--- config.mk ---
export PLATFORM = sky130hd
export DESIGN_NAME = pci_mem_target_flat
export DESIGN_NICKNAME = d
export VERILOG_FILES = /design/src/rtl/pci_pkg.sv /design/src/rtl/pci_mem_target_if.sv /design/src/rtl/pci_target_ram.sv /design/src/rtl/pci_mem_target.sv /design/src/flat_wrapper.sv
export SDC_FILE = /design/constraint.sdc
export NUM_CORES = 1
export LEC_CHECK = 0
export ABC_AREA = 1
export CAP_MARGIN = 20
export CORE_MARGIN = 4
export CORE_UTILIZATION = 47
export DETAILED_ROUTE_END_ITERATION = 6
export GPL_TIMING_DRIVEN = 1
export PLACE_DENSITY = 0.73
export RECOVER_POWER = 25
export SLEW_MARGIN = 30
export SYNTH_ARGS = -nofsm -noshare
export SYNTH_HDL_FRONTEND = slang
export SYNTH_HIERARCHICAL = 1
export SYNTH_SLANG_ARGS = --single-unit
--- constraint.sdc ---
create_clock -name CLK -period 3.8 [get_ports CLK]
set_input_delay 0.57 -clock CLK [delete_from_list [all_inputs] [get_ports CLK]]
set_output_delay 0.57 -clock CLK [all_outputs]
set_load 0.01 [all_outputs]
--- src/rtl/pci_pkg.sv ---
// Shared PCI definitions: bus command codes and the target state encoding.
// Imported by pci_mem_target and intended for the matching initiator.
package pci_pkg;

    localparam logic [3:0] CMD_MEM_READ  = 4'h6;
    localparam logic [3:0] CMD_MEM_WRITE = 4'h7;

    localparam logic [2:0] ST_IDLE_ENC = 3'd0;
    localparam logic [2:0] ST_WAIT_ENC = 3'd1;
    localparam logic [2:0] ST_DATA_ENC = 3'd2;
    localparam logic [2:0] ST_DISC_ENC = 3'd3;
    localparam logic [2:0] ST_TURN_ENC = 3'd4;

    typedef enum logic [2:0] {
        ST_IDLE = ST_IDLE_ENC,
        ST_WAIT = ST_WAIT_ENC,
        ST_DATA = ST_DATA_ENC,
        ST_DISC = ST_DISC_ENC,
        ST_TURN = ST_TURN_ENC
    } state_e;

endpackage

--- src/rtl/pci_mem_target_if.sv ---
// PCI target pin bundle in split-tristate form: each bidirectional pin is an
// input sample, an output value and an output enable; the pad ring resolves z.
//  ad_in/cbe_n/frame_n/irdy_n : driven by the initiator (master)
//  ad_out/ad_oe               : read data and its enable (oe=0 means AD is z)
//  trdy_n/devsel_n/stop_n     : target control, all enabled by ctl_oe
interface pci_mem_target_if;
    logic [31:0] ad_in;
    logic [31:0] ad_out;
    logic        ad_oe;
    logic [3:0]  cbe_n;
    logic        frame_n;
    logic        irdy_n;
    logic        trdy_n;
    logic        devsel_n;
    logic        stop_n;
    logic        ctl_oe;

    modport slave (
        input  ad_in, cbe_n, frame_n, irdy_n,
        output ad_out, ad_oe, trdy_n, devsel_n, stop_n, ctl_oe
    );

    modport master (
        output ad_in, cbe_n, frame_n, irdy_n,
        input  ad_out, ad_oe, trdy_n, devsel_n, stop_n, ctl_oe
    );
endinterface

--- src/rtl/pci_target_ram.sv ---
// DEPTH x 32 storage for the target window: per-byte write enables on the
// clock edge, asynchronous read. Contents are not affected by reset.
//  i_clk, i_we[3:0] (lane enables), i_addr, i_wdata, o_rdata
module pci_target_ram #(
    parameter int DEPTH = 16,
    parameter int AW    = 4
) (
    input  logic          i_clk,
    input  logic [3:0]    i_we,
    input  logic [AW-1:0] i_addr,
    input  logic [31:0]   i_wdata,
    output logic [31:0]   o_rdata
);

    logic [31:0] r_mem [DEPTH];

    always_ff @(posedge i_clk) begin
        for (int i = 0; i < 4; i++) begin
            if (i_we[i]) begin
                r_mem[i_addr][8*i +: 8] <= i_wdata[8*i +: 8];
            end
        end
    end

    assign o_rdata = r_mem[i_addr];

endmodule

--- src/rtl/pci_mem_target.sv ---
// PCI memory target: one DEPTH-word window at BASE_ADDR, single and burst
// memory read/write with byte enables, programmable initial wait states,
// target disconnect at the window end and a one-clock turnaround.
//  CLK, RST (async, active-low), bus (slave modport), BUSY (hit until release)
module pci_mem_target
    import pci_pkg::*;
#(
    parameter logic [31:0] BASE_ADDR   = 32'h0000_1000,
    parameter int          DEPTH       = 16,
    parameter int          WAIT_STATES = 1
) (
    input  logic                 CLK,
    input  logic                 RST,
    pci_mem_target_if.slave      bus,
    output logic                 BUSY
);

    localparam int            AW       = $clog2(DEPTH);
    localparam logic [AW-1:0] IDX_LAST = AW'(DEPTH - 1);
    localparam logic [2:0]    WS_LOAD  = 3'(WAIT_STATES - 1);

    state_e        r_state;
    logic          r_frame_prev;
    logic [AW-1:0] r_idx;
    logic          r_rd;
    logic [2:0]    r_cnt;
    logic          r_ctl_oe;
    logic          r_trdy_n;
    logic          r_devsel_n;
    logic          r_stop_n;
    logic          r_ad_oe;
    logic          r_busy;

    logic          w_addr_phase;
    logic          w_win;
    logic          w_cmd_ok;
    logic          w_hit;
    logic          w_xfer;
    logic          w_abort;
    logic [3:0]    w_we;
    logic [31:0]   w_rdata;

    // Address phase is the first edge of FRAME low.
    assign w_addr_phase = r_frame_prev & ~bus.frame_n;
    assign w_win    = (bus.ad_in >> (AW + 2)) == (BASE_ADDR >> (AW + 2));
    assign w_cmd_ok = (bus.cbe_n == CMD_MEM_READ) ||
                      (bus.cbe_n == CMD_MEM_WRITE);
    assign w_hit    = w_addr_phase && w_win &&
                      (bus.ad_in[1:0] == 2'b00) && w_cmd_ok;

    // TRDY is held low for the whole of DATA, so IRDY alone qualifies it.
    assign w_xfer  = (r_state == ST_DATA) && !bus.irdy_n;
    assign w_abort = bus.frame_n && bus.irdy_n;
    assign w_we    = (w_xfer && !r_rd) ? ~bus.cbe_n : 4'h0;

    pci_target_ram #(
        .DEPTH (DEPTH),
        .AW    (AW)
    ) u_ram (
        .i_clk   (CLK),
        .i_we    (w_we),
        .i_addr  (r_idx),
        .i_wdata (bus.ad_in),
        .o_rdata (w_rdata)
    );

    always_ff @(posedge CLK or negedge RST) begin
        if (!RST) begin
            r_state      <= ST_IDLE;
            r_frame_prev <= 1'b1;
            r_idx        <= '0;
            r_rd         <= 1'b0;
            r_cnt        <= '0;
            r_ctl_oe     <= 1'b0;
            r_trdy_n     <= 1'b1;
            r_devsel_n   <= 1'b1;
            r_stop_n     <= 1'b1;
            r_ad_oe      <= 1'b0;
            r_busy       <= 1'b0;
        end else begin
            r_frame_prev <= bus.frame_n;
            unique case (r_state)
                ST_IDLE: begin
                    if (w_hit) begin
                        r_state    <= ST_WAIT;
                        r_idx      <= bus.ad_in[AW+1:2];
                        r_rd       <= (bus.cbe_n == CMD_MEM_READ);
                        r_cnt      <= WS_LOAD;
                        r_ctl_oe   <= 1'b1;
                        r_devsel_n <= 1'b0;
                        r_trdy_n   <= 1'b1;
                        r_stop_n   <= 1'b1;
                        r_busy     <= 1'b1;
                    end
                end
                ST_WAIT: begin
                    if (w_abort) begin
                        r_state    <= ST_TURN;
                        r_devsel_n <= 1'b1;
                    end else if (r_cnt == 3'd0) begin
                        r_state  <= ST_DATA;
                        r_trdy_n <= 1'b0;
                        // Earliest entry is one clock after the address
                        // phase, which gives reads their turnaround clock.
                        r_ad_oe  <= r_rd;
                    end else begin
                        r_cnt <= r_cnt - 3'd1;
                    end
                end
                ST_DATA: begin
                    if (w_xfer) begin
                        r_idx <= r_idx + AW'(1);
                        if (bus.frame_n) begin
                            r_state    <= ST_TURN;
                            r_trdy_n   <= 1'b1;
                            r_devsel_n <= 1'b1;
                            r_ad_oe    <= 1'b0;
                        end else if (r_idx == IDX_LAST) begin
                            // No wrap: stop the initiator at the window end.
                            r_state  <= ST_DISC;
                            r_trdy_n <= 1'b1;
                            r_stop_n <= 1'b0;
                            r_ad_oe  <= 1'b0;
                        end
                    end else if (w_abort) begin
                        r_state    <= ST_TURN;
                        r_trdy_n   <= 1'b1;
                        r_devsel_n <= 1'b1;
                        r_ad_oe    <= 1'b0;
                    end
                end
                ST_DISC: begin
                    if (bus.frame_n) begin
                        r_state    <= ST_TURN;
                        r_devsel_n <= 1'b1;
                        r_stop_n   <= 1'b1;
                    end
                end
                ST_TURN: begin
                    r_state  <= ST_IDLE;
                    r_ctl_oe <= 1'b0;
                    r_busy   <= 1'b0;
                end
                default: begin
                    r_state  <= ST_IDLE;
                    r_ctl_oe <= 1'b0;
                    r_ad_oe  <= 1'b0;
                    r_busy   <= 1'b0;
                end
            endcase
        end
    end

    assign bus.ad_out   = w_rdata;
    assign bus.ad_oe    = r_ad_oe;
    assign bus.ctl_oe   = r_ctl_oe;
    assign bus.trdy_n   = r_trdy_n;
    assign bus.devsel_n = r_devsel_n;
    assign bus.stop_n   = r_stop_n;
    assign BUSY         = r_busy;

endmodule
--- src/flat_wrapper.sv ---
// flat-port wrapper written by rule: the top's interface ports become plain ports
module pci_mem_target_flat import pci_pkg::*;
#(
    parameter logic [31:0] BASE_ADDR   = 32'h0000_1000,
    parameter int          DEPTH       = 16,
    parameter int          WAIT_STATES = 1
)
  (CLK, RST, BUSY, bus_ad_in, bus_cbe_n, bus_frame_n, bus_irdy_n, bus_ad_out, bus_ad_oe, bus_trdy_n, bus_devsel_n, bus_stop_n, bus_ctl_oe);
  pci_mem_target_if bus_i ();
  input  logic CLK;
  input  logic RST;
  output logic BUSY;
  input wire logic [$bits(bus_i.ad_in)-1:0] bus_ad_in;
  input wire logic [$bits(bus_i.cbe_n)-1:0] bus_cbe_n;
  input wire logic [$bits(bus_i.frame_n)-1:0] bus_frame_n;
  input wire logic [$bits(bus_i.irdy_n)-1:0] bus_irdy_n;
  output wire logic [$bits(bus_i.ad_out)-1:0] bus_ad_out;
  output wire logic [$bits(bus_i.ad_oe)-1:0] bus_ad_oe;
  output wire logic [$bits(bus_i.trdy_n)-1:0] bus_trdy_n;
  output wire logic [$bits(bus_i.devsel_n)-1:0] bus_devsel_n;
  output wire logic [$bits(bus_i.stop_n)-1:0] bus_stop_n;
  output wire logic [$bits(bus_i.ctl_oe)-1:0] bus_ctl_oe;
  assign bus_i.ad_in = bus_ad_in;
  assign bus_i.cbe_n = bus_cbe_n;
  assign bus_i.frame_n = bus_frame_n;
  assign bus_i.irdy_n = bus_irdy_n;
  assign bus_ad_out = bus_i.ad_out;
  assign bus_ad_oe = bus_i.ad_oe;
  assign bus_trdy_n = bus_i.trdy_n;
  assign bus_devsel_n = bus_i.devsel_n;
  assign bus_stop_n = bus_i.stop_n;
  assign bus_ctl_oe = bus_i.ctl_oe;
  pci_mem_target #(.BASE_ADDR(BASE_ADDR), .DEPTH(DEPTH), .WAIT_STATES(WAIT_STATES)) u_core (.CLK(CLK), .RST(RST), .bus(bus_i), .BUSY(BUSY));
endmodule
==> results of run 1 <==
-- logic make-up after synthesis --
kind of cell / count (synthesis) / share of synthesized area, %
AND/OR/NAND/NOR: 1571 / 26.1
flip-flops: 529 / 68.8
XOR/XNOR: 2 / 0.0763
AO/OA/AOI/OAI: 19 / 0.441
multiplexers: 1 / 0.0436
buffers and inverters: 206 / 4.37
adder cells (fa/ha/maj): 3 / 0.164
-- repair_timing --
| action | in CTS | in global routing |
|---|---|---|
| setup endpoints to repair | 0 | 25 |
| gates resized for setup | 0 | 2 |
| hold buffers | 0 | 0 |
-- metal layers --
layer	wire length (µm)	vias to the layer above	part of all wire (%)	track usage, %
met5	0	-	0	0
met3	3950	88	7.2	3.50
met1	22000	7436	40	26.2
met2	27500	615	50	34.8
met4	1210	0	2.2	5.29
li1	-	7652	-	-
-- sequential cells by signal, indices dropped and copies added, names as in the netlist --
name,cells
u_core/bus.devsel_n,1
u_core/r_frame_prev,1
u_core/u_ram/r_mem,512
u_core/bus.stop_n,1
u_core/r_state,3
u_core/bus.ad_oe,1
u_core/r_rd,1
u_core/r_cnt,3
u_core/BUSY,1
u_core/bus.trdy_n,1
u_core/r_idx,4
-- cells in the final DEF (no fill, tap or decap), types with 5 or more instances in the layout --
cell	count
sky130_fd_sc_hd__buf_12	6
sky130_fd_sc_hd__buf_4	58
sky130_fd_sc_hd__edfxtp_1	512
sky130_fd_sc_hd__nor2_1	94
sky130_fd_sc_hd__dlygate4sd3_1	20
sky130_fd_sc_hd__clkdlybuf4s50_1	57
sky130_fd_sc_hd__nand2_1	1445
sky130_fd_sc_hd__o21ai_0	8
sky130_fd_sc_hd__clkbuf_1	30
sky130_fd_sc_hd__nand3_1	11
sky130_fd_sc_hd__nor2_2	5
sky130_fd_sc_hd__dfrtp_1	11
sky130_fd_sc_hd__clkinv_1	14
sky130_fd_sc_hd__clkbuf_16	54
sky130_fd_sc_hd__clkinv_2	7
sky130_fd_sc_hd__inv_1	94
-- area by class of cell --
cell class	instances	area (µm²)	area share, %
Tap cell	615	769	2.93
Timing Repair Buffer	163	1480	5.63
Clock buffer	64	1370	5.21
Clock inverter	31	262	0.996
Sequential cell	529	15800	60.2
Inverter	101	389	1.48
Multi-Input combinational cell	1596	6170	23.5
-- worst max path at each step --
stage	endpoint	cells after the start
2_1_floorplan	u_core/u_ram/r_mem[10][0]	8
3_3_place_gp	bus_ad_out[19]	10
3_5_place_dp	u_core/u_ram/r_mem[14][9]	6
4_1_cts	bus_ad_out[19]	10
5_1_grt	bus_ad_out[7]	11
6_report	bus_ad_out[0]	9
-- stage by stage --
stage               worst slack [ns]  cells  area [µm²]  utilization (%)  power, mW
global placement               0.711   3002       24600             51.3       12.9
CTS                           0.0555   3097       26300             54.6       17.9
finish                         0.156   3099       26200             54.6       17.9
detailed placement             0.657   3002       24600             51.3       13.0
floorplan                       1.76   2331       23000                -       10.8
global route                 0.00671   3099       26200             54.6       18.9
-- critical path: stages (launching register included) --
cell and delay (ns):
sky130_fd_sc_hd__dfrtp_4 0.50, sky130_fd_sc_hd__inv_4 0.44, sky130_fd_sc_hd__buf_4 0.44, sky130_fd_sc_hd__nand2_1 0.11, sky130_fd_sc_hd__nand2_1 0.07, sky130_fd_sc_hd__nand2_1 0.08, sky130_fd_sc_hd__nand2_1 0.11, sky130_fd_sc_hd__inv_1 0.05
sky130_fd_sc_hd__nand2_1 0.11, sky130_fd_sc_hd__clkdlybuf4s50_1 0.56
-- power by group through the flow --
| stage | Clock, mW | Combinational, mW | Sequential, mW |
|---|---|---|---|
| after floorplan | 0 | 4.20 | 6.65 |
| after global placement | 0 | 6.21 | 6.68 |
| after detailed placement | 0 | 6.29 | 6.68 |
| after CTS | 5.00 | 6.34 | 6.56 |
| after global routing | 5.26 | 7.10 | 6.57 |
| final | 4.93 | 6.38 | 6.57 |
==> out/summary.txt, run 1 <==
cells taking the most area after synthesis -> sky130_fd_sc_hd__edfxtp_1, sky130_fd_sc_hd__nand2_1, sky130_fd_sc_hd__nor2_1
final HPWL from detailed placement -> 32400 µm
top-area cell type share of the netlist area -> 67.0%
number of antenna diodes -> 0
Worst Hold End -> u_core/bus.trdy_n
number of buffers inserted by port buffering -> 77
worst reg2reg path depth -> 7
crit-path max FO -> 40
reported max-cap violation count -> 0
Final Wtd Congestion -> 0.796
Leakage -> 11.0 nW
main flop type after synthesis -> sky130_fd_sc_hd__edfxtp_1
endpoint type of the worst setup path -> primary output
final hold violation count -> 0
cell area after synthesis -> 23000 µm²
total count of max-transition violations in the final report -> 0
Initial Util -> 47.8%
number of synthesized flops with an enable pin -> 512
number of global-route vias before repair -> 15100
setup_tns -> 0 ns
depth of the worst hold-timing path -> 2
worst reg2reg path endpoint -> u_core/u_ram/r_mem[14][15]
data required time of the worst path -> 3.23 ns
cell internal power dissipation -> 11.5 mW
post-synthesis async set-or-reset flop share -> 3.21%
RSZ-0062 raised after global routing -> no
power density normalized to cell area -> 681 nW/µm²
number of nets with antenna violations after detailed routing -> 0
Routed WL per cell -> 17.6 µm
full die area -> 52500 µm²
Slew headroom -> 36.9%
Final nets -> 2486
maximum level of the CTS H-tree -> 2
Seq pwr share -> 36.7%
Total Routed Length -> 54600 µm
antenna violations before repair -> 0
horizontal die dimension -> 229 µm
number of core rows -> 80
cell type with the largest total area after synthesis -> sky130_fd_sc_hd__edfxtp_1
total via count in the routed design -> 15800
Worst Clk Skew -> 0.0269 ns
register clock-pin slew on the reported worst setup and hold paths -> 0.06 ns
synthesized netlist cell count -> 2331
buffer depth of the longest clock path -> 3
Netlist cell types -> 35
Via-to-Cell Ratio -> 5.10
count of fill cells added during filler insertion -> 4054
sw power -> 6.43 mW
Net Sw Frac -> 36.0%
combinational group share of total power -> 35.7%
top-count cell post-synth -> sky130_fd_sc_hd__nand2_1
share of post-route cells with drive strength above 1 -> 6.64%
total DRC errors in the routed layout -> 0
Std-Cell Core Area -> 48000 µm²
clock period minus final worst setup slack -> 3.64 ns
number of top-level pins -> 78
CTS Buf Count -> 52
average cell area after synthesis -> 9.85 µm²
slew at the pin closest to its max-slew limit -> 0.944 ns
overall routing resource usage -> 20.0%
latest clock arrival within the worst-skew pair -> 0.59 ns
startpoint-to-endpoint class of the critical path -> reg -> out
Max VDD drop -> 0.518 mV
startpoint of the most critical setup path -> u_core/r_idx[1]
path type of the worst min-delay path -> reg -> reg
part of the cycle the worst path needs -> 95.9%
Max Freq -> 0.274 GHz
wire length of the first global-routing pass -> 83100 µm
hold_sp -> u_core/bus.trdy_n
Setup Fix Bufs, Post-CTS -> 0
area added between synthesis and finish -> 14.3%
Commonest cells post-synth -> sky130_fd_sc_hd__nand2_1, sky130_fd_sc_hd__edfxtp_1, sky130_fd_sc_hd__nor2_1
Net Count, Synth -> 2374
post-synthesis sequential element count -> 529
startpoint of the worst-slack reg-to-reg timing path -> u_core/r_state[0]
setup slack, reg-to-reg -> 0.88 ns
maximum number of pins on one net before global-route repair -> 225
TritonCTS Sinks -> 529
CTS tree -> yes
result of the run -> finished clean
Yosys Warn Count -> 6
DR pass1 iterations -> 7
GRT Residual Overflow -> 0
clock root buffer -> sky130_fd_sc_hd__clkbuf_16
sequential cell area fraction in the yosys report -> 68.8%
DR iter-0 viols -> 1472
die boundary height -> 229 µm
final hold slack -> 0.465 ns
startpoint class of the critical path -> flop
clock share of power -> 27.6%
worst endpoint data arrival time -> 3.07 ns
count of endpoints failing setup in the final report -> 0
No activity file was read; power rests on OpenSTA's default activity.
==> run 2: changes to the inputs <==
--- a/config.mk
+++ b/config.mk
@@ -7,9 +7,11 @@
 export LEC_CHECK = 0
 export ABC_AREA = 1
 export CAP_MARGIN = 20
+export CORE_ASPECT_RATIO = 0.75
 export CORE_MARGIN = 4
 export CORE_UTILIZATION = 47
 export DETAILED_ROUTE_END_ITERATION = 6
+export GPL_ROUTABILITY_DRIVEN = 0
 export GPL_TIMING_DRIVEN = 1
 export PLACE_DENSITY = 0.73
 export RECOVER_POWER = 25
==> out/summary.txt, run 2 (same netlist as run 1, synthesis figures left out) <==
result of the run -> finished clean
number of core rows -> 69
latest clock arrival within the worst-skew pair -> 0.58 ns
crit-path max FO -> 20
GRT Residual Overflow -> 0
area used by sequential logic in the layout -> 15800 µm²
number of buffers inserted by port buffering -> 77
Net Sw Frac -> 37.2%
most frequent cells in the layout -> sky130_fd_sc_hd__nand2_1, sky130_fd_sc_hd__edfxtp_1, sky130_fd_sc_hd__inv_1, sky130_fd_sc_hd__nor2_1, sky130_fd_sc_hd__clkdlybuf4s50_1
die boundary height -> 199 µm
commonest non-fill, non-tap cell in the layout -> sky130_fd_sc_hd__nand2_1
number of global-route vias before repair -> 15400
register with the most flip-flops -> u_core/u_ram/r_mem
Std-Cell Core Area -> 47800 µm²
antenna violations before repair -> 0
cell with the largest stage delay on the worst path -> sky130_fd_sc_hd__dfrtp_1
maximum level of the CTS H-tree -> 2
data required time of the worst path -> 3.23 ns
reported max-cap violation count -> 0
setup_tns -> 0 ns
number of antenna diodes -> 0
largest stage delay on the critical path -> 0.66 ns
wire length of the first global-routing pass -> 88100 µm
slew at the pin closest to its max-slew limit -> 1.00 ns
area occupied by multi-input gates -> 6180 µm²
Max VDD drop -> 0.566 mV
Leakage -> 10.8 nW
Final nets -> 2454
Final Util -> 54.3%
clock share of power -> 25.9%
total DRC errors in the routed layout -> 0
share of post-route cells with drive strength above 1 -> 5.55%
register clock-pin slew on the reported worst setup and hold paths -> 0.06 ns
Initial Util -> 48.0%
startpoint-to-endpoint class of the critical path -> reg -> out
Top Registers -> u_core/u_ram/r_mem x512, u_core/r_idx x4
post-layout power -> 17.8 mW
count of fill cells added during filler insertion -> 4093
clock root buffer -> sky130_fd_sc_hd__clkbuf_16
Largest register FFs -> 512
total non-filler cell area in the finished layout -> 26000 µm²
Max Freq -> 0.275 GHz
CTS Buf Count -> 48
Setup Fix Bufs, Post-CTS -> 0
full die area -> 52500 µm²
startpoint class of the critical path -> flop
cell internal power dissipation -> 11.2 mW
clock period minus final worst setup slack -> 3.63 ns
CTS tree -> yes
overall routing resource usage -> 21.4%
final HPWL from detailed placement -> 34100 µm
number of nets with antenna violations after detailed routing -> 0
path type of the worst min-delay path -> in -> async
final hold violation count -> 0
CTS Hold Bufs -> 0
total via count in the routed design -> 16200
critical path's most frequent cell -> sky130_fd_sc_hd__nand2_1
DR pass1 iterations -> 6
Via-to-Cell Ratio -> 5.23
Worst Clk Skew -> 0.0153 ns
power density normalized to cell area -> 685 nW/µm²
horizontal die dimension -> 263 µm
worst endpoint data arrival time -> 3.06 ns
number of top-level pins -> 78
sw power -> 6.61 mW
placed instance area -> 24500 µm²
total count of max-transition violations in the final report -> 0
Slew headroom -> 32.9%
area added between synthesis and finish -> 13.1%
Total Routed Length -> 57400 µm
buffer depth of the longest clock path -> 3
maximum number of pins on one net before global-route repair -> 135
Cell Chain, Critical Path -> inv_1, nor2_4, buf_12, nand2_1, nand2_1, inv_1, nand2_1, clkdlybuf4s50_1
Routed WL per cell -> 18.6 µm
TritonCTS Sinks -> 529
RSZ-0062 raised after global routing -> no
count of endpoints failing setup in the final report -> 0
part of the cycle the worst path needs -> 95.6%
endpoint type of the worst setup path -> primary output
Seq pwr share -> 37.0%
DR iter-0 viols -> 1778
combinational group share of total power -> 37.1%
run 2: area by class of cell:
| cell class | count | area share [%] |
|---|---|---|
| Tap cell | 639 | 3.08 |
| Inverter | 101 | 1.54 |
| Clock inverter | 28 | 0.771 |
| Timing Repair Buffer | 134 | 4.95 |
| Clock buffer | 62 | 4.91 |
| Multi-Input combinational cell | 1597 | 23.8 |
| Sequential cell | 529 | 60.9 |
run 2: power by group through the flow:
stage                     clock (mW)  combinational [mW]  sequential (mW)
after floorplan                    0                4.20             6.65
after global placement             0                6.32             6.68
after detailed placement           0                6.39             6.68
after CTS                       4.67                6.50             6.57
after global routing            4.96                7.35             6.58
final                           4.60                6.59             6.58
run 2: worst max-delay path: cells and delay by family (launching register included):
family / cells / cell delay [ns]
flip-flops: 1 / 0.66
AND/OR/NAND/NOR: 4 / 0.83
buffers and inverters: 4 / 1.00
run 2: through the flow:
stage / std cells / hold slack (ns) / setup slack [ns]
2_1_floorplan: 2331 / 0.274 / 1.76
3_3_place_gp: 2996 / 0.454 / 0.598
3_5_place_dp: 2997 / 0.461 / 0.535
4_1_cts: 3088 / 0.454 / 0.0304
5_1_grt: 3090 / 0.492 / 0.0556
6_report: 3090 / 0.453 / 0.169
run 2: path summary, 6_finish.rpt:
kind / to / depth (start not counted) / from / slack, ns
max in group asynchronous: u_core/r_idx[0] / 1 / RST / 2.78
min reg2reg: u_core/bus.trdy_n / 2 / u_core/bus.trdy_n / 0.47
min in group CLK: u_core/bus.trdy_n / 2 / u_core/bus.trdy_n / 0.47
max: bus_ad_out[17] / 8 / u_core/r_idx[3] / 0.17
min: u_core/r_cnt[1] / 1 / RST / 0.45
max reg2reg: u_core/u_ram/r_mem[8][14] / 5 / u_core/r_idx[3] / 0.70
run 2: timing repair:
action,CTS,global route
setup endpoints to repair,23,21
pin swaps,0,1
resized for setup,2,4
cloned,1,2
run 2: per-layer routing:
layer	wire length [µm]	track usage, %	vias up
li1	-	-	7587
met4	1240	5.50	0
met5	0	0	-
met3	5820	4.57	104
met1	24200	30.8	7654
met2	26200	33.6	819
